<file path="src/rtl/fp2_res_streamer_pkg.sv">
// +----------------------------------------------------------------------------+
// | fp2_res_streamer_pkg : shared sizing helpers, FSM encoding, select codes   |
// | Rev 1.0                                                                    |
// +----------------------------------------------------------------------------+
`default_nettype none

package fp2_res_streamer_pkg;

    localparam logic SEL_SUB = 1'b0;
    localparam logic SEL_ADD = 1'b1;

    typedef enum logic [1:0] {
        ST_IDLE   = 2'd0,
        ST_FETCH  = 2'd1,
        ST_STREAM = 2'd2,
        ST_DONE   = 2'd3
    } state_e;

    // Digit count padded up to a whole number of two-digit memory entries.
    function automatic int calc_width(input int width_real);
        return ((width_real + 1) / 2) * 2;
    endfunction

    function automatic int calc_depth(input int width_real);
        return calc_width(width_real) / 2;
    endfunction

    function automatic int calc_addr_w(input int depth);
        return (depth > 1) ? $clog2(depth) : 1;
    endfunction

endpackage

`default_nettype wire

</file>
<file path="src/rtl/fp2_res_streamer_if.sv">
// +----------------------------------------------------------------------------+
// | fp2_res_streamer_if : result-memory read ports plus the digit stream       |
// | Rev 1.0                                                                    |
// +----------------------------------------------------------------------------+
`default_nettype none

interface fp2_res_streamer_if #(
    parameter int RADIX  = 32,
    parameter int ADDR_W = 3
);
    logic                  sub_mult_mem_res_rd_en;
    logic [ADDR_W-1:0]     sub_mult_mem_res_rd_addr;
    logic [2*RADIX-1:0]    sub_mult_mem_res_dout;
    logic                  add_mult_mem_res_rd_en;
    logic [ADDR_W-1:0]     add_mult_mem_res_rd_addr;
    logic [2*RADIX-1:0]    add_mult_mem_res_dout;
    logic                  digit_valid;
    logic                  digit_ready;
    logic [RADIX-1:0]      digit_data;
    logic                  digit_last;

    modport master (
        output sub_mult_mem_res_rd_en, sub_mult_mem_res_rd_addr,
        input  sub_mult_mem_res_dout,
        output add_mult_mem_res_rd_en, add_mult_mem_res_rd_addr,
        input  add_mult_mem_res_dout,
        output digit_valid, digit_data, digit_last,
        input  digit_ready
    );

    modport slave (
        input  sub_mult_mem_res_rd_en, sub_mult_mem_res_rd_addr,
        output sub_mult_mem_res_dout,
        input  add_mult_mem_res_rd_en, add_mult_mem_res_rd_addr,
        output add_mult_mem_res_dout,
        input  digit_valid, digit_data, digit_last,
        output digit_ready
    );
endinterface

`default_nettype wire

</file>
<file path="src/rtl/fp2_res_streamer_skid.sv">
// +----------------------------------------------------------------------------+
// | fp2_res_streamer_skid : hold + prefetch entry registers, digit unpacking   |
// | Rev 1.0                                                                    |
// +----------------------------------------------------------------------------+
`default_nettype none

module fp2_res_streamer_skid #(
    parameter int RADIX = 32,
    parameter bit ODD   = 1'b0
) (
    input  logic               clk,
    input  logic               rst_n,
    input  logic               in_valid_i,
    input  logic [2*RADIX-1:0] in_data_i,
    input  logic               in_last_i,
    output logic               space_o,
    output logic               digit_valid_o,
    input  logic               digit_ready_i,
    output logic [RADIX-1:0]   digit_data_o,
    output logic               digit_last_o
);
    logic [2*RADIX-1:0] hold_q, hold_d, pf_q, pf_d;
    logic hold_vld_q, hold_vld_d, hold_lo_q, hold_lo_d, hold_last_q, hold_last_d;
    logic pf_vld_q, pf_vld_d, pf_last_q, pf_last_d;
    logic w_pop, w_entry_done;

    assign w_pop = hold_vld_q & digit_ready_i;
    // The padding low half of an odd-length final entry is skipped.
    assign w_entry_done = w_pop & (hold_lo_q | (hold_last_q & ODD));

    always_comb begin
        hold_d      = hold_q;
        hold_vld_d  = hold_vld_q;
        hold_lo_d   = hold_lo_q;
        hold_last_d = hold_last_q;
        pf_d        = pf_q;
        pf_vld_d    = pf_vld_q;
        pf_last_d   = pf_last_q;
        if (w_pop && !w_entry_done) begin
            hold_lo_d = 1'b1;
        end
        if (w_entry_done) begin
            hold_lo_d = 1'b0;
            if (pf_vld_q) begin
                hold_d      = pf_q;
                hold_last_d = pf_last_q;
                hold_vld_d  = 1'b1;
                pf_vld_d    = in_valid_i;
                pf_d        = in_data_i;
                pf_last_d   = in_last_i;
            end else if (in_valid_i) begin
                hold_d      = in_data_i;
                hold_last_d = in_last_i;
                hold_vld_d  = 1'b1;
            end else begin
                hold_vld_d  = 1'b0;
            end
        end else if (in_valid_i) begin
            if (!hold_vld_q) begin
                hold_d      = in_data_i;
                hold_last_d = in_last_i;
                hold_vld_d  = 1'b1;
                hold_lo_d   = 1'b0;
            end else begin
                pf_d        = in_data_i;
                pf_last_d   = in_last_i;
                pf_vld_d    = 1'b1;
            end
        end
    end

    always_ff @(posedge clk or negedge rst_n) begin
        if (!rst_n) begin
            hold_q      <= '0;
            hold_vld_q  <= 1'b0;
            hold_lo_q   <= 1'b0;
            hold_last_q <= 1'b0;
            pf_q        <= '0;
            pf_vld_q    <= 1'b0;
            pf_last_q   <= 1'b0;
        end else begin
            hold_q      <= hold_d;
            hold_vld_q  <= hold_vld_d;
            hold_lo_q   <= hold_lo_d;
            hold_last_q <= hold_last_d;
            pf_q        <= pf_d;
            pf_vld_q    <= pf_vld_d;
            pf_last_q   <= pf_last_d;
        end
    end

    assign space_o       = ~pf_vld_q;
    assign digit_valid_o = hold_vld_q;
    assign digit_data_o  = hold_lo_q ? hold_q[RADIX-1:0] : hold_q[2*RADIX-1:RADIX];
    assign digit_last_o  = hold_vld_q & hold_last_q & (hold_lo_q | ODD);

endmodule

`default_nettype wire

</file>
<file path="src/rtl/fp2_res_streamer.sv">
// +----------------------------------------------------------------------------+
// | fp2_res_streamer : streams one Fp2 result memory as RADIX-bit digits       |
// | Rev 1.0                                                                    |
// +----------------------------------------------------------------------------+
`default_nettype none

module fp2_res_streamer
    import fp2_res_streamer_pkg::*;
#(
    parameter int RADIX      = 32,
    parameter int WIDTH_REAL = 14
) (
    input  logic clk,
    input  logic rst_n,
    input  logic start_i,
    input  logic sel_i,
    output logic busy_o,
    output logic done_o,
    fp2_res_streamer_if.master bus
);
    localparam int WIDTH             = calc_width(WIDTH_REAL);
    localparam int RES_MEM_DEPTH     = calc_depth(WIDTH_REAL);
    localparam int RES_MEM_DEPTH_LOG = calc_addr_w(RES_MEM_DEPTH);
    localparam bit ODD               = (WIDTH != WIDTH_REAL);

    state_e                       state_q, state_d;
    logic                         sel_q, sel_d;
    logic [RES_MEM_DEPTH_LOG-1:0] addr_q, addr_d;
    logic                         issued_all_q, issued_all_d;
    logic                         inflight_q, inflight_d;
    logic                         inflight_last_q, inflight_last_d;
    logic                         rd_en;
    logic                         w_space, w_valid, w_last;
    logic [RADIX-1:0]             w_data;

    always_comb begin
        state_d         = state_q;
        sel_d           = sel_q;
        addr_d          = addr_q;
        issued_all_d    = issued_all_q;
        inflight_last_d = inflight_last_q;
        rd_en           = 1'b0;
        busy_o          = 1'b0;
        done_o          = 1'b0;
        case (state_q)
            ST_IDLE: begin
                if (start_i) begin
                    sel_d        = sel_i;
                    addr_d       = '0;
                    issued_all_d = 1'b0;
                    state_d      = ST_FETCH;
                end
            end
            ST_FETCH: begin
                busy_o  = 1'b1;
                rd_en   = 1'b1;
                state_d = ST_STREAM;
            end
            ST_STREAM: begin
                busy_o = 1'b1;
                // One entry may be in flight at a time, and only into a free prefetch slot.
                rd_en  = ~issued_all_q & ~inflight_q & w_space;
                if (w_valid && bus.digit_ready && w_last) begin
                    state_d = ST_DONE;
                end
            end
            default: begin
                done_o  = 1'b1;
                state_d = ST_IDLE;
            end
        endcase
        if (rd_en) begin
            inflight_last_d = (addr_q == RES_MEM_DEPTH_LOG'(RES_MEM_DEPTH - 1));
            if (inflight_last_d) begin
                issued_all_d = 1'b1;
            end else begin
                addr_d = addr_q + RES_MEM_DEPTH_LOG'(1);
            end
        end
        inflight_d = rd_en;
    end

    always_ff @(posedge clk or negedge rst_n) begin
        if (!rst_n) begin
            state_q         <= ST_IDLE;
            sel_q           <= SEL_SUB;
            addr_q          <= '0;
            issued_all_q    <= 1'b0;
            inflight_q      <= 1'b0;
            inflight_last_q <= 1'b0;
        end else begin
            state_q         <= state_d;
            sel_q           <= sel_d;
            addr_q          <= addr_d;
            issued_all_q    <= issued_all_d;
            inflight_q      <= inflight_d;
            inflight_last_q <= inflight_last_d;
        end
    end

    assign bus.sub_mult_mem_res_rd_en   = rd_en & (sel_q == SEL_SUB);
    assign bus.add_mult_mem_res_rd_en   = rd_en & (sel_q == SEL_ADD);
    assign bus.sub_mult_mem_res_rd_addr = bus.sub_mult_mem_res_rd_en ? addr_q : '0;
    assign bus.add_mult_mem_res_rd_addr = bus.add_mult_mem_res_rd_en ? addr_q : '0;

    fp2_res_streamer_skid #(
        .RADIX (RADIX),
        .ODD   (ODD)
    ) u_skid (
        .clk           (clk),
        .rst_n         (rst_n),
        .in_valid_i    (inflight_q),
        .in_data_i     ((sel_q == SEL_ADD) ? bus.add_mult_mem_res_dout : bus.sub_mult_mem_res_dout),
        .in_last_i     (inflight_last_q),
        .space_o       (w_space),
        .digit_valid_o (w_valid),
        .digit_ready_i (bus.digit_ready),
        .digit_data_o  (w_data),
        .digit_last_o  (w_last)
    );

    assign bus.digit_valid = w_valid;
    assign bus.digit_data  = w_data;
    assign bus.digit_last  = w_last;

endmodule

`default_nettype wire

</file>
<file path="src/flat_wrapper.sv">
// flat-port wrapper written by rule: the top's interface ports become plain ports
module fp2_res_streamer_flat import fp2_res_streamer_pkg::*;
#(
    parameter int RADIX      = 32,
    parameter int WIDTH_REAL = 14
)
  (clk, rst_n, start_i, sel_i, busy_o, done_o, bus_sub_mult_mem_res_rd_en, bus_sub_mult_mem_res_rd_addr, bus_sub_mult_mem_res_dout, bus_add_mult_mem_res_rd_en, bus_add_mult_mem_res_rd_addr, bus_add_mult_mem_res_dout, bus_digit_valid, bus_digit_data, bus_digit_last, bus_digit_ready);
  fp2_res_streamer_if #(.RADIX(RADIX)) bus_i ();
  input  logic clk;
  input  logic rst_n;
  input  logic start_i;
  input  logic sel_i;
  output logic busy_o;
  output logic done_o;
  output wire logic [$bits(bus_i.sub_mult_mem_res_rd_en)-1:0] bus_sub_mult_mem_res_rd_en;
  output wire logic [$bits(bus_i.sub_mult_mem_res_rd_addr)-1:0] bus_sub_mult_mem_res_rd_addr;
  input wire logic [$bits(bus_i.sub_mult_mem_res_dout)-1:0] bus_sub_mult_mem_res_dout;
  output wire logic [$bits(bus_i.add_mult_mem_res_rd_en)-1:0] bus_add_mult_mem_res_rd_en;
  output wire logic [$bits(bus_i.add_mult_mem_res_rd_addr)-1:0] bus_add_mult_mem_res_rd_addr;
  input wire logic [$bits(bus_i.add_mult_mem_res_dout)-1:0] bus_add_mult_mem_res_dout;
  output wire logic [$bits(bus_i.digit_valid)-1:0] bus_digit_valid;
  output wire logic [$bits(bus_i.digit_data)-1:0] bus_digit_data;
  output wire logic [$bits(bus_i.digit_last)-1:0] bus_digit_last;
  input wire logic [$bits(bus_i.digit_ready)-1:0] bus_digit_ready;
  assign bus_sub_mult_mem_res_rd_en = bus_i.sub_mult_mem_res_rd_en;
  assign bus_sub_mult_mem_res_rd_addr = bus_i.sub_mult_mem_res_rd_addr;
  assign bus_i.sub_mult_mem_res_dout = bus_sub_mult_mem_res_dout;
  assign bus_add_mult_mem_res_rd_en = bus_i.add_mult_mem_res_rd_en;
  assign bus_add_mult_mem_res_rd_addr = bus_i.add_mult_mem_res_rd_addr;
  assign bus_i.add_mult_mem_res_dout = bus_add_mult_mem_res_dout;
  assign bus_digit_valid = bus_i.digit_valid;
  assign bus_digit_data = bus_i.digit_data;
  assign bus_digit_last = bus_i.digit_last;
  assign bus_i.digit_ready = bus_digit_ready;
  fp2_res_streamer #(.RADIX(RADIX), .WIDTH_REAL(WIDTH_REAL)) u_core (.clk(clk), .rst_n(rst_n), .start_i(start_i), .sel_i(sel_i), .busy_o(busy_o), .done_o(done_o), .bus(bus_i));
endmodule
</file>
<file path="config.mk">
export PLATFORM = sky130hd
export DESIGN_NAME = fp2_res_streamer_flat
export DESIGN_NICKNAME = d
export VERILOG_FILES = /design/src/rtl/fp2_res_streamer_pkg.sv /design/src/rtl/fp2_res_streamer_if.sv /design/src/rtl/fp2_res_streamer_skid.sv /design/src/rtl/fp2_res_streamer.sv /design/src/flat_wrapper.sv
export SDC_FILE = /design/constraint.sdc
export NUM_CORES = 1
export LEC_CHECK = 0
export CORE_UTILIZATION = 46
export CTS_CLUSTER_DIAMETER = 80
export DETAILED_ROUTE_END_ITERATION = 7
export PLACE_DENSITY = 0.77
export SLEW_MARGIN = 0
export SYNTH_ARGS = -nofsm -noshare
export SYNTH_HDL_FRONTEND = slang
export SYNTH_SLANG_ARGS = --single-unit
</file>
<file path="constraint.sdc">
create_clock -name clk -period 1.7 [get_ports clk]
set_clock_uncertainty 0.15 [all_clocks]
set_input_delay 0.17 -clock clk [delete_from_list [all_inputs] [get_ports clk]]
set_output_delay 0.17 -clock clk [all_outputs]
set_load 0.03 [all_outputs]
</file>
After elaboration in Yosys (flattened, before gate mapping)
Cells that the tools add are included.
{"block": "classes", "muxes": 48, "reduce_logical": 15, "n_addsub": 1, "bitwise": 12, "eq_ne": 7}
{"operator": "$mux W64", "count": 10}
{"operator": "$mux W32", "count": 1}
{"operator": "$mux W1", "count": 27}
{"operator": "$mux W3", "count": 6}
{"operator": "$and A1 B1 Y1", "count": 8}
{"operator": "$pmux W2 S3", "count": 1}
{"operator": "$reduce_and A2 Y1", "count": 3}
{"operator": "$reduce_and A3 Y1", "count": 2}
{"operator": "$reduce_bool A2 Y1", "count": 3}
{"operator": "$mux W2", "count": 2}
{"operator": "$ne A2 B1 Y1 const B", "count": 2}
{"operator": "$ne A2 B2 Y1 const B", "count": 2}
{"operator": "$not A1 Y1", "count": 4}
{"operator": "$add A3 B1 Y3 const B", "count": 1}
{"operator": "$eq A3 B3 Y1 const B", "count": 1}
{"operator": "$logic_and A1 B1 Y1", "count": 3}
{"operator": "$reduce_or A3 Y1", "count": 1}
{"operator": "$eq A2 B1 Y1 const B", "count": 1}
{"operator": "$eq A2 B2 Y1 const B", "count": 1}
{"operator": "$logic_not A2 Y1", "count": 1}
{"operator": "$pmux W1 S2", "count": 1}
{"operator": "$reduce_or A2 Y1", "count": 1}
{"operator": "$logic_not A1 Y1", "count": 1}
{"block": "word_totals", "word_cells": 96, "ff_bits": 142}

Logic depth before layout (Yosys ltp)
{"block": "depth", "ltp_word": 8, "depth_mapped": 6, "ltp_nobuf": 6}

By module
A second synthesis with hierarchy kept.
{"block": "unflattened", "hier_cells": 530, "area_unflattened_um2": 7723.7}
{"mod": "fp2_res_streamer_skid", "n_inst": 1, "cells_each": 405, "area_each_um2": 6369.9}
{"mod": "fp2_res_streamer", "n_inst": 1, "cells_each": 125, "area_each_um2": 1353.8}

Least setup slack after synthesis
OpenSTA, ideal clock, no wires.
{"block": "synth_path", "path_kind": "reg-to-output", "start": "register u_core.state_q[0]", "end": "output port bus_sub_mult_mem_res_rd_addr[1]", "arrival_ps": 2041, "slack_ps": -661, "stages_incl_launch_ff": 6, "cell_sequence": "dfrtp_1 > inv_1 > ha_1 > nor4b_1 > o21ai_1 > nor3b_1"}
{"block": "synth_between", "elab_chain_cells": 4, "word_cells_on_any_way": 5, "cone_classes": "2 x eq/ne; 2 x mux; 1 x bitwise"}
{"item": "from (decl)", "line": "fp2_res_streamer.sv:26", "text": "state_e state_q, state_d;"}
{"item": "from (signal assigned)", "line": "fp2_res_streamer.sv:92", "text": "state_q <= state_d;"}
{"item": "$eq A2 B2 Y1 / $eq A2 B1 Y1 (equally long branches)", "line": "fp2_res_streamer.sv:45", "text": "case (state_q)"}
{"item": "$pmux W1 S2 *", "line": "fp2_res_streamer.sv:45"}
{"item": "$and A1 B1 Y1 *", "line": "fp2_res_streamer.sv:101", "text": "assign bus.sub_mult_mem_res_rd_en = rd_en & (sel_q == SEL_SUB);"}
{"item": "$mux W3 *", "line": "fp2_res_streamer.sv:103", "text": "assign bus.sub_mult_mem_res_rd_addr = bus.sub_mult_mem_res_rd_en ? addr_q : '0;"}
{"item": "to (decl)", "line": "flat_wrapper.sv:16", "text": "output wire logic [$bits(bus_i.sub_mult_mem_res_rd_addr)-1:0] bus_sub_mult_mem_res_rd_addr;"}
Mark *: on every way between the ends. The rest lies on a longest branch, timed or not.

Worst setup path after layout
{"block": "layout_path", "start": "register u_core.state_q[0]", "end": "output port bus_add_mult_mem_res_rd_addr[1]"}
{"block": "layout_between", "elab_chain_cells": 4, "word_cells_on_any_way": 5, "cone_classes": "2 x eq/ne; 2 x mux; 1 x bitwise"}
{"item": "$eq A2 B2 Y1 / $eq A2 B1 Y1 (equally long branches)", "line": "fp2_res_streamer.sv:45"}
{"item": "$pmux W1 S2 *", "line": "fp2_res_streamer.sv:45"}
{"item": "net u_core.inflight_d", "line": "fp2_res_streamer.sv:30", "text": "logic inflight_q, inflight_d;"}
{"item": "$and A1 B1 Y1 *", "line": "fp2_res_streamer.sv:102", "text": "assign bus.add_mult_mem_res_rd_en = rd_en & (sel_q == SEL_ADD);"}
{"item": "$mux W3 *", "line": "fp2_res_streamer.sv:104", "text": "assign bus.add_mult_mem_res_rd_addr = bus.add_mult_mem_res_rd_en ? addr_q : '0;"}
{"item": "to (decl)", "line": "flat_wrapper.sv:19", "text": "output wire logic [$bits(bus_i.add_mult_mem_res_rd_addr)-1:0] bus_add_mult_mem_res_rd_addr;"}
Mark *: on every way through the listed nets, which the timed path passes. The rest lies on a longest branch.

==> out/qor.csv <==
metric,value,unit
outcome,"complete, but fails checks",
violations,negative setup slack,
initial_utilization,47.9,%
synth.cell_area,7720,um^2
synth.distinct_cells,29,
final_area,12200,um^2
yosys_most_used_dff,dfrtp_1,
synth_compound_area_share,1.20,%
grt_pass1_wl,36100,um
dieArea,17300,um^2
seqCellArea,3560,um^2
ir_drop,0.916,mV
root_buffer,clkbuf_16,
synth-simple-area-share,2.25,%
grt-ovfl-total,0,
p_sw_share,27.9,%
critPathCaptureType,output port,
pwr-share-clk,37.3,%
placed_cells,928,
setup_viol,176,
vias_per_cell,5.42,
slew_viol_final,0,
grt_max_degree,41,
fp.dieW,132,um
synthToLayoutAreaGrowth,58.6,%
hold_path.class,primary input to asynchronous set/reset pin,
grt-busiest-layer,met2,
multi_input_area,4600,um^2
start_kind,flip-flop,
syn-num-nets,672,
p_leak,5.73,nW
tightest_slew,0.323,ns
synthAdderAreaFrac,1.13,%
grt_antenna_before_repair,0,
drc,0,
ys.warnings.count,0,
htreeDepth,4,
drive_gt1_share,60.7,%
wl,23500,um
rows,46,
synthXorXnorAreaFrac,0,%
synth_cells,532,
r2r-start,u_core.u_skid.hold_lo_q$_DFF_PN0_,
grt_use_met1,32.1,%
cp.required,1.38,ns
hpwl,11800,um
firstDrtPassIters,5,
cp-startpoint,u_core.state_q[0]$_DFFE_PN0P_,
worstReg2RegEnd,u_core.u_skid.hold_q[49]$_DFFE_PN0P_,
ys_async_sr_fraction,100,%
clk_pin_slew,0.06,ns
timing.fmax,0.444,GHz
final.period_utilization,132,%
hold_viol,0,
synth-seq-cells,142,
seqPwrFrac,32.5,%
p_sw,3.04,mW
die_height,132,um
syn_area_per_cell,14.5,um^2
fillers,903,
cts_tree,built,
worstSetupPathType,flip-flop to output port,
cp-endpoint,bus_add_mult_mem_res_rd_addr[1],
clk_path_buf_depth,2,
rsz0062_at_grt,true,
synth_edf_count,0,
port_buffers,176,
setup_tns,-43.38,ns
drv_cap,0,
grt_pass1_vias,6200,
core_region_area,16100,um^2
powerDensity,890,nW/um^2
synth_top_family_by_area,multiplexers,
fin_crit,2.25,ns
whs,0.0382,ns
seq_area_frac_synth,46.0,%
relSlewSlack,78.4,%
ant_nets,0,
wl_per_cell,23.2,um
dr_total_vias,5487,
drt-initial-drc-count,232,
fin_nets,924,
internal_power,7.87,mW
use_met2,48.5,%
track_usage,27.6,%
r2r_slack,-0.37,ns
crit_path_max_fanout,6,
clock_sinks,142,
antenna_cells,0,
rr_worst_depth,7,
muxShareOfSynthArea,45.7,%
layout.cells.non_filler,1013,
insertion_delay,0.43,ns
ios,177,
numCtsBuffers,17,
setup_slack,-0.550,ns
place_area,10200,um^2
place.gp.congestion,0.790,
fin_util,76.0,%
combPwrFrac,30.2,%
cp.arrival,1.93,ns
grtUsageMet3,5.98,%
[metrics by stage]
| stage | power [mW] | setup WS [ns] |
|---|---|---|
| floorplan | 4.81 | -0.0857 |
| global placement | 5.88 | -0.376 |
| detailed placement | 5.91 | -0.403 |
| CTS | 11.1 | -0.531 |
| global route | 11.2 | -0.650 |
| finish | 10.9 | -0.550 |
[critical path, stage by stage, from the launching register on]
cell and delay (ns):
dfrtp_1 0.39, inv_2 0.07, ha_4 0.16, nor4b_4 0.13, o21ai_4 0.32, inv_2 0.11
and3_4 0.20, buf_6 0.13
[synth_stat cells (all sizes together), types with 2 or more instances]
cell type | instances | area (um^2)
ha | 7 | 87.6
and3 | 5 | 31.3
mux2i | 4 | 40.0
o21ai | 5 | 25.0
nand2b | 4 | 25.0
nand2 | 8 | 30.0
nor2b | 2 | 12.5
nand4 | 2 | 12.5
buf | 34 | 267
a21oi | 5 | 25.0
nor3b | 2 | 15.0
dfrtp | 142 | 3550
nor2 | 2 | 7.51
mux2 | 293 | 3490
nand3 | 4 | 20.0
inv | 5 | 18.8
[worst min path at each step]
stage | startpoint | end | cells after the start
global placement | rst_n | u_core.addr_q[0]$_DFF_PN0_ | 1
finish | rst_n | u_core.inflight_q$_DFF_PN0_ | 2
CTS | rst_n | u_core.addr_q[0]$_DFF_PN0_ | 2
detailed placement | rst_n | u_core.addr_q[0]$_DFF_PN0_ | 1
floorplan | rst_n | u_core.addr_q[0]$_DFF_PN0_ | 0
global route | rst_n | u_core.inflight_q$_DFF_PN0_ | 2
[registers in the layout, summed over array words and instances (netlist names), 2 cells and up]
signal,count
u_core.addr_q,3
u_core.state_q,2
u_core.u_skid.hold_q,64
u_core.u_skid.pf_q,64
[layer usage]
metal | vias to the layer above | wire length, um
li1 | 2447 | -
met1 | 2787 | 9540
met2 | 199 | 12100
met3 | 54 | 1070
met5 | - | 0
met4 | 0 | 793
[power by group through the flow]
stage / Combinational [mW] / Clock (mW) / Sequential, mW
6_report: 3.29 / 4.07 / 3.54
2_1_floorplan: 1.24 / 0 / 3.57
5_1_grt: 3.41 / 4.26 / 3.55
4_1_cts: 3.52 / 4.06 / 3.53
3_3_place_gp: 2.29 / 0 / 3.59
3_5_place_dp: 2.31 / 0 / 3.59
[cells in the final DEF (no fill, tap or decap), types with 2 or more instances in the layout]
| cell | n |
|---|---|
| a21oi_1 | 3 |
| and3_4 | 5 |
| buf_12 | 24 |
| buf_16 | 11 |
| buf_4 | 27 |
| buf_6 | 61 |
| buf_8 | 9 |
| bufinv_16 | 4 |
| clkbuf_16 | 18 |
| clkbuf_8 | 2 |
| clkdlybuf4s50_1 | 131 |
| clkinv_2 | 2 |
| clkinv_4 | 2 |
| dfrtp_1 | 139 |
| dfrtp_2 | 2 |
| ha_1 | 4 |
| ha_2 | 2 |
| inv_1 | 3 |
| inv_2 | 2 |
| inv_6 | 3 |
| mux2_2 | 93 |
| mux2_4 | 200 |
| mux2i_1 | 4 |
| nand2_1 | 7 |
| nand2b_1 | 4 |
| nand3_1 | 4 |
| nand4_1 | 2 |
| nor2b_1 | 2 |
| nor3b_4 | 2 |
| o21a_4 | 2 |
| o21ai_0 | 4 |
[cell families after synthesis]
kind of cell / after synthesis
adders and majority gates: 7
muxes: 297
buffers and inverters: 39
and+or+nand+nor: 32
AOI/OAI and AO/OA: 15
DFF: 142
[timing repair]
action | CTS | global route
resized for setup | 342 | 92
setup endpoints to repair | 176 | 180
setup buffers | 36 | 14
pin swaps | 10 | 6
hold buffers | 1 | 0
gates cloned | 25 | 1
hold endpoints to repair | 142 | 0
[layout make-up]
class	count	share of cell area [%]
timing repair buffer	266	25.8
sequential	142	29.1
clock buffer	20	3.73
clock inverter	12	1.48
tap	216	2.21
inverter	5	0.153
multi-input combinational	352	37.6
Power figures use the tool's default switching activity.
==> RTL change 1: new RTL, config.mk and constraints unchanged <==
`RADIX` is set to 32 in 4 places; all go to 16.
--- a/src/rtl/fp2_res_streamer_if.sv
+++ b/src/rtl/fp2_res_streamer_if.sv
@@ -5,7 +5,7 @@
 `default_nettype none
 
 interface fp2_res_streamer_if #(
-    parameter int RADIX  = 32,
+    parameter int RADIX  = 16,
     parameter int ADDR_W = 3
 );
     logic                  sub_mult_mem_res_rd_en;
--- a/src/rtl/fp2_res_streamer_skid.sv
+++ b/src/rtl/fp2_res_streamer_skid.sv
@@ -5,7 +5,7 @@
 `default_nettype none
 
 module fp2_res_streamer_skid #(
-    parameter int RADIX = 32,
+    parameter int RADIX = 16,
     parameter bit ODD   = 1'b0
 ) (
     input  logic               clk,
--- a/src/rtl/fp2_res_streamer.sv
+++ b/src/rtl/fp2_res_streamer.sv
@@ -7,7 +7,7 @@
 module fp2_res_streamer
     import fp2_res_streamer_pkg::*;
 #(
-    parameter int RADIX      = 32,
+    parameter int RADIX      = 16,
     parameter int WIDTH_REAL = 14
 ) (
     input  logic clk,
--- a/src/flat_wrapper.sv
+++ b/src/flat_wrapper.sv
@@ -1,7 +1,7 @@
 // flat-port wrapper written by rule: the top's interface ports become plain ports
 module fp2_res_streamer_flat import fp2_res_streamer_pkg::*;
 #(
-    parameter int RADIX      = 32,
+    parameter int RADIX      = 16,
     parameter int WIDTH_REAL = 14
 )
   (clk, rst_n, start_i, sel_i, busy_o, done_o, bus_sub_mult_mem_res_rd_en, bus_sub_mult_mem_res_rd_addr, bus_sub_mult_mem_res_dout, bus_add_mult_mem_res_rd_en, bus_add_mult_mem_res_rd_addr, bus_add_mult_mem_res_dout, bus_digit_valid, bus_digit_data, bus_digit_last, bus_digit_ready);
Ports: changed (resized bus_add_mult_mem_res_dout, bus_digit_data and bus_sub_mult_mem_res_dout); port bits go from 177 to 97. No check against the original RTL was run, so the function may have changed too.
==> RTL change 1 against the original RTL <==
The run still ends with negative setup slack left; die area is 41% lower; non-clock buffer count is 97 lower; synthesized cell count is 42% lower; combinational power is 45% lower; largest cell class unchanged; maximum frequency is 4.4% higher; via count is 43% lower; critical endpoint is now bus_add_mult_mem_res_rd_addr[2]; power is 54% lower; final area is 44% lower; synthesized area is 42% lower; count of clock-buffer cells in the layout is 10 lower; worst setup slack better by 95 ps; highest routed layer unchanged; first-iteration DRC count is 51% lower; sequential cell count is 64 lower; routed wire length is 52% lower.
==> RTL change 1: results (changes against the original RTL) <==
multi-input logic area=2580 µm² (-44%); Avg WL per Cell=18.8 µm (-19%); drt first pass iters=4 (-1); failing checks=negative setup slack; drt initial violations=114 (-51%); Post-CTS Resized=177 (-48%); vias per cell=5.17 (-4.5%); dpl cells=548 (-41%); Skew-Pair Late Insertion Delay=360 ps (-70 ps); Synth Instances=309 (-42%); fillcell total=614 (-32%); vias in the first global route=3344 (-46%); setup violators final=97 (-45%); Synth area leaders=dfrtp_1, mux2_4, mux2_2; Lkg Pwr=3.22 nW (-44%); setup repair bufs after CTS=28 (-22%); clock-pin slew on the worst setup and hold paths=90 ps (+30 ps); worst-path fanout max=5 (-1); unique cell type count in the Yosys netlist=33 (+14%); DRT Wirelength=11.3 mm (-52%); post-DP HPWL=6.65 mm (-44%); PnR worst setup slack=-456 ps (+94.7 ps); port buffer count=96 (-45%); first-pass GRT wire length=17.6 mm (-51%); Placer Congestion=0.747 (-5.4%); GRT Total Usage=0.235 (-0.0414); Logic power comb=1.80 mW (-45%); synth cell count leaders=mux2_2, dfrtp_1, mux2_4; Final #Nets=546 (-41%); Post-DP Area=5900 µm² (-42%); CTS buffer count=9 (-8); R2R cell count=9 (+2); async set-reset flop share out of synthesis=1.00 (unchanged); H-tree depth=3 (-1); PwrDens=735 nW/µm² (-17%); r2r startpoint=u_core.u_skid.pf_vld_q; CP top delay family=simple AND/OR/NAND/NOR gates; Worst Path Arrival=1840 ps (-90 ps); largest registers=u_core.u_skid.hold_q x32, u_core.u_skid.pf_q x32, u_core.addr_q x3; maximum VDD drop=489 µV (-47%); WHS=125 ps (+86.8 ps); setup TNS=-27160 ps (+16220 ps); slowest stage delay, CP=410 ps (+20 ps); Root Driver=clkbuf_8; status=complete, but fails checks; sequential share of the synthesized area=0.433 (-0.0276); share of cells above drive strength 1=0.619 (+0.0117); P_clk=1.27 mW (-69%); syn_nets=385 (-43%); Tightest Pin Transition=381 ps (+57.9 ps)
## RTL change 1: cell count changes in the layout (fill, tap and decap cells not counted), moves of 10 or more
cell and delta:
clkdlybuf4s50_1 -64, clkbuf_16 -18, buf_12 -10, dfrtp_1 -65, mux2_2 -32, mux2_4 -112
## RTL change 1: area by class of cell
type                       count  share of cell area
multi-input combinational    207               0.378
tap                          129              0.0236
timing repair buffer         169               0.283
clock inverter                 6             0.00550
clock buffer                  10              0.0202
inverter                       5             0.00275
sequential                    78               0.287
## RTL change 1: cell families (layout without fill, tap and decap cells)
logic type / Yosys count / after routing / share of synthesized area
mux: 153 / 153 / 0.436
flops: 78 / 78 / 0.433
simple gates: 32 / 32 / 0.0435
buf+inv: 24 / 190 / 0.0472
compound gates: 15 / 15 / 0.0214
fa+ha+maj: 7 / 7 / 0.0194
## RTL change 1: metal layers
| metal | GRT usage | up-vias | share of wire |
|---|---|---|---|
| li1 | - | 1440 | - |
| met1 | 0.287 | 1570 | 0.41 |
| met2 | 0.407 | 90 | 0.53 |
| met3 | 0.0444 | 25 | 0.035 |
| met4 | 0.0970 | 0 | 0.024 |
| met5 | 0 | - | 0 |
## RTL change 1: how the worst max path moves through the flow
stage / startpoint / end / depth (start not counted)
after floorplan: u_core.state_q[1] / bus_add_mult_mem_res_rd_addr[1] / 5
after global placement: bus_digit_ready / u_core.u_skid.hold_q[1] / 5
after detailed placement: bus_digit_ready / u_core.u_skid.hold_q[1] / 5
after CTS: u_core.state_q[0] / bus_add_mult_mem_res_rd_addr[0] / 7
after global routing: u_core.state_q[0] / bus_add_mult_mem_res_rd_addr[2] / 7
final: u_core.state_q[0] / bus_add_mult_mem_res_rd_addr[2] / 7
==> RTL change 2: new RTL, same settings <==
Without the edit above. Encoding of `state_e`: now one-hot (4 bits for 4 states).
--- a/src/rtl/fp2_res_streamer_pkg.sv
+++ b/src/rtl/fp2_res_streamer_pkg.sv
@@ -9,11 +9,11 @@
     localparam logic SEL_SUB = 1'b0;
     localparam logic SEL_ADD = 1'b1;
 
-    typedef enum logic [1:0] {
-        ST_IDLE   = 2'd0,
-        ST_FETCH  = 2'd1,
-        ST_STREAM = 2'd2,
-        ST_DONE   = 2'd3
+    typedef enum logic [3:0] {
+        ST_IDLE   = 4'b0001,
+        ST_FETCH  = 4'b0010,
+        ST_STREAM = 4'b0100,
+        ST_DONE   = 4'b1000
     } state_e;
 
     // Digit count padded up to a whole number of two-digit memory entries.
Formal check against the unedited RTL: no difference found for any inputs over 4 cycles, from zero or initial values and one cycle with rst_n low; so few cycles prove little.
==> RTL change 2 against the original RTL <==
The run now fails in 5_1_grt; synthesized area is 10% lower.
==> RTL change 2: results (changes against the original RTL) <==
status=stopped before the end; Failed at=5_1_grt; Run Error=[ERROR DPL-0033] detailed placement checks failed during check placement.; unique cell type count in the Yosys netlist=32 (+10%); Placer Congestion=0.822 (+4.1%); port buffer count=176 (unchanged); CTS buffer count=17 (unchanged); initial antenna violation count=4; cell with the most instances after synthesis=nand2_1; sequential share of the synthesized area=0.519 (+0.0591); top_reg_cell synth=dfrtp_1; syn_nets=880 (+31%); Root Driver=clkbuf_16; synth cell count leaders=nand2_1, o21ai_0, dfrtp_1; largest net degree at the start of global routing=48; pre-CTS WS=-393 ps (+9.50 ps); synthesis-stage register bit count=144 (+1.4%); async set-reset flop share out of synthesis=1.00 (unchanged); GRT worst endpoint=bus_add_mult_mem_res_rd_addr[2]; Ys Warns=0 (unchanged); WEP type=output port; H-tree depth=4 (unchanged); Synth area leaders=dfrtp_1, o21ai_0, nand2_1; post-DP HPWL=13.5 mm (+14%); Clock Tree Buf Depth=2 (unchanged)
==> RTL change 2: cell count changes after synthesis, moves of 5 or more <==
cell / change
nand2_1: +192
mux2_2: -209
mux2i_1: +63
clkbuf_1: +45
buf_2: -8
o21ai_0: +194
ha_1: -5
mux2_4: -50
buf_6: -14
==> RTL change 2: cell families after synthesis <==
kind of cell	count (synthesis)	synth area share
compound gates	211	0.157
flops	144	0.519
simple gates	227	0.134
mux	101	0.152
fa+ha+maj	2	0.00360
xor+xnor	1	0.00126
buf+inv	59	0.0332
==> RTL change 2: per-stage QoR <==
stage | hold slack [ps] | std cells | cell area (µm²)
after floorplan | -276 | 745 | 7000
after global placement | -39.8 | 1124 | 9420
after detailed placement | -32.6 | 1124 | 9420
after CTS | 108 | 1247 | 12700
==> RTL change 2: what timing repair did <==
action                                 CTS
setup endpoints to repair              168
hold buffers                             1
pin swaps                               83
cloned                                  43
buffers inserted                        53
endpoints found under the hold margin  144
gates resized for setup                589
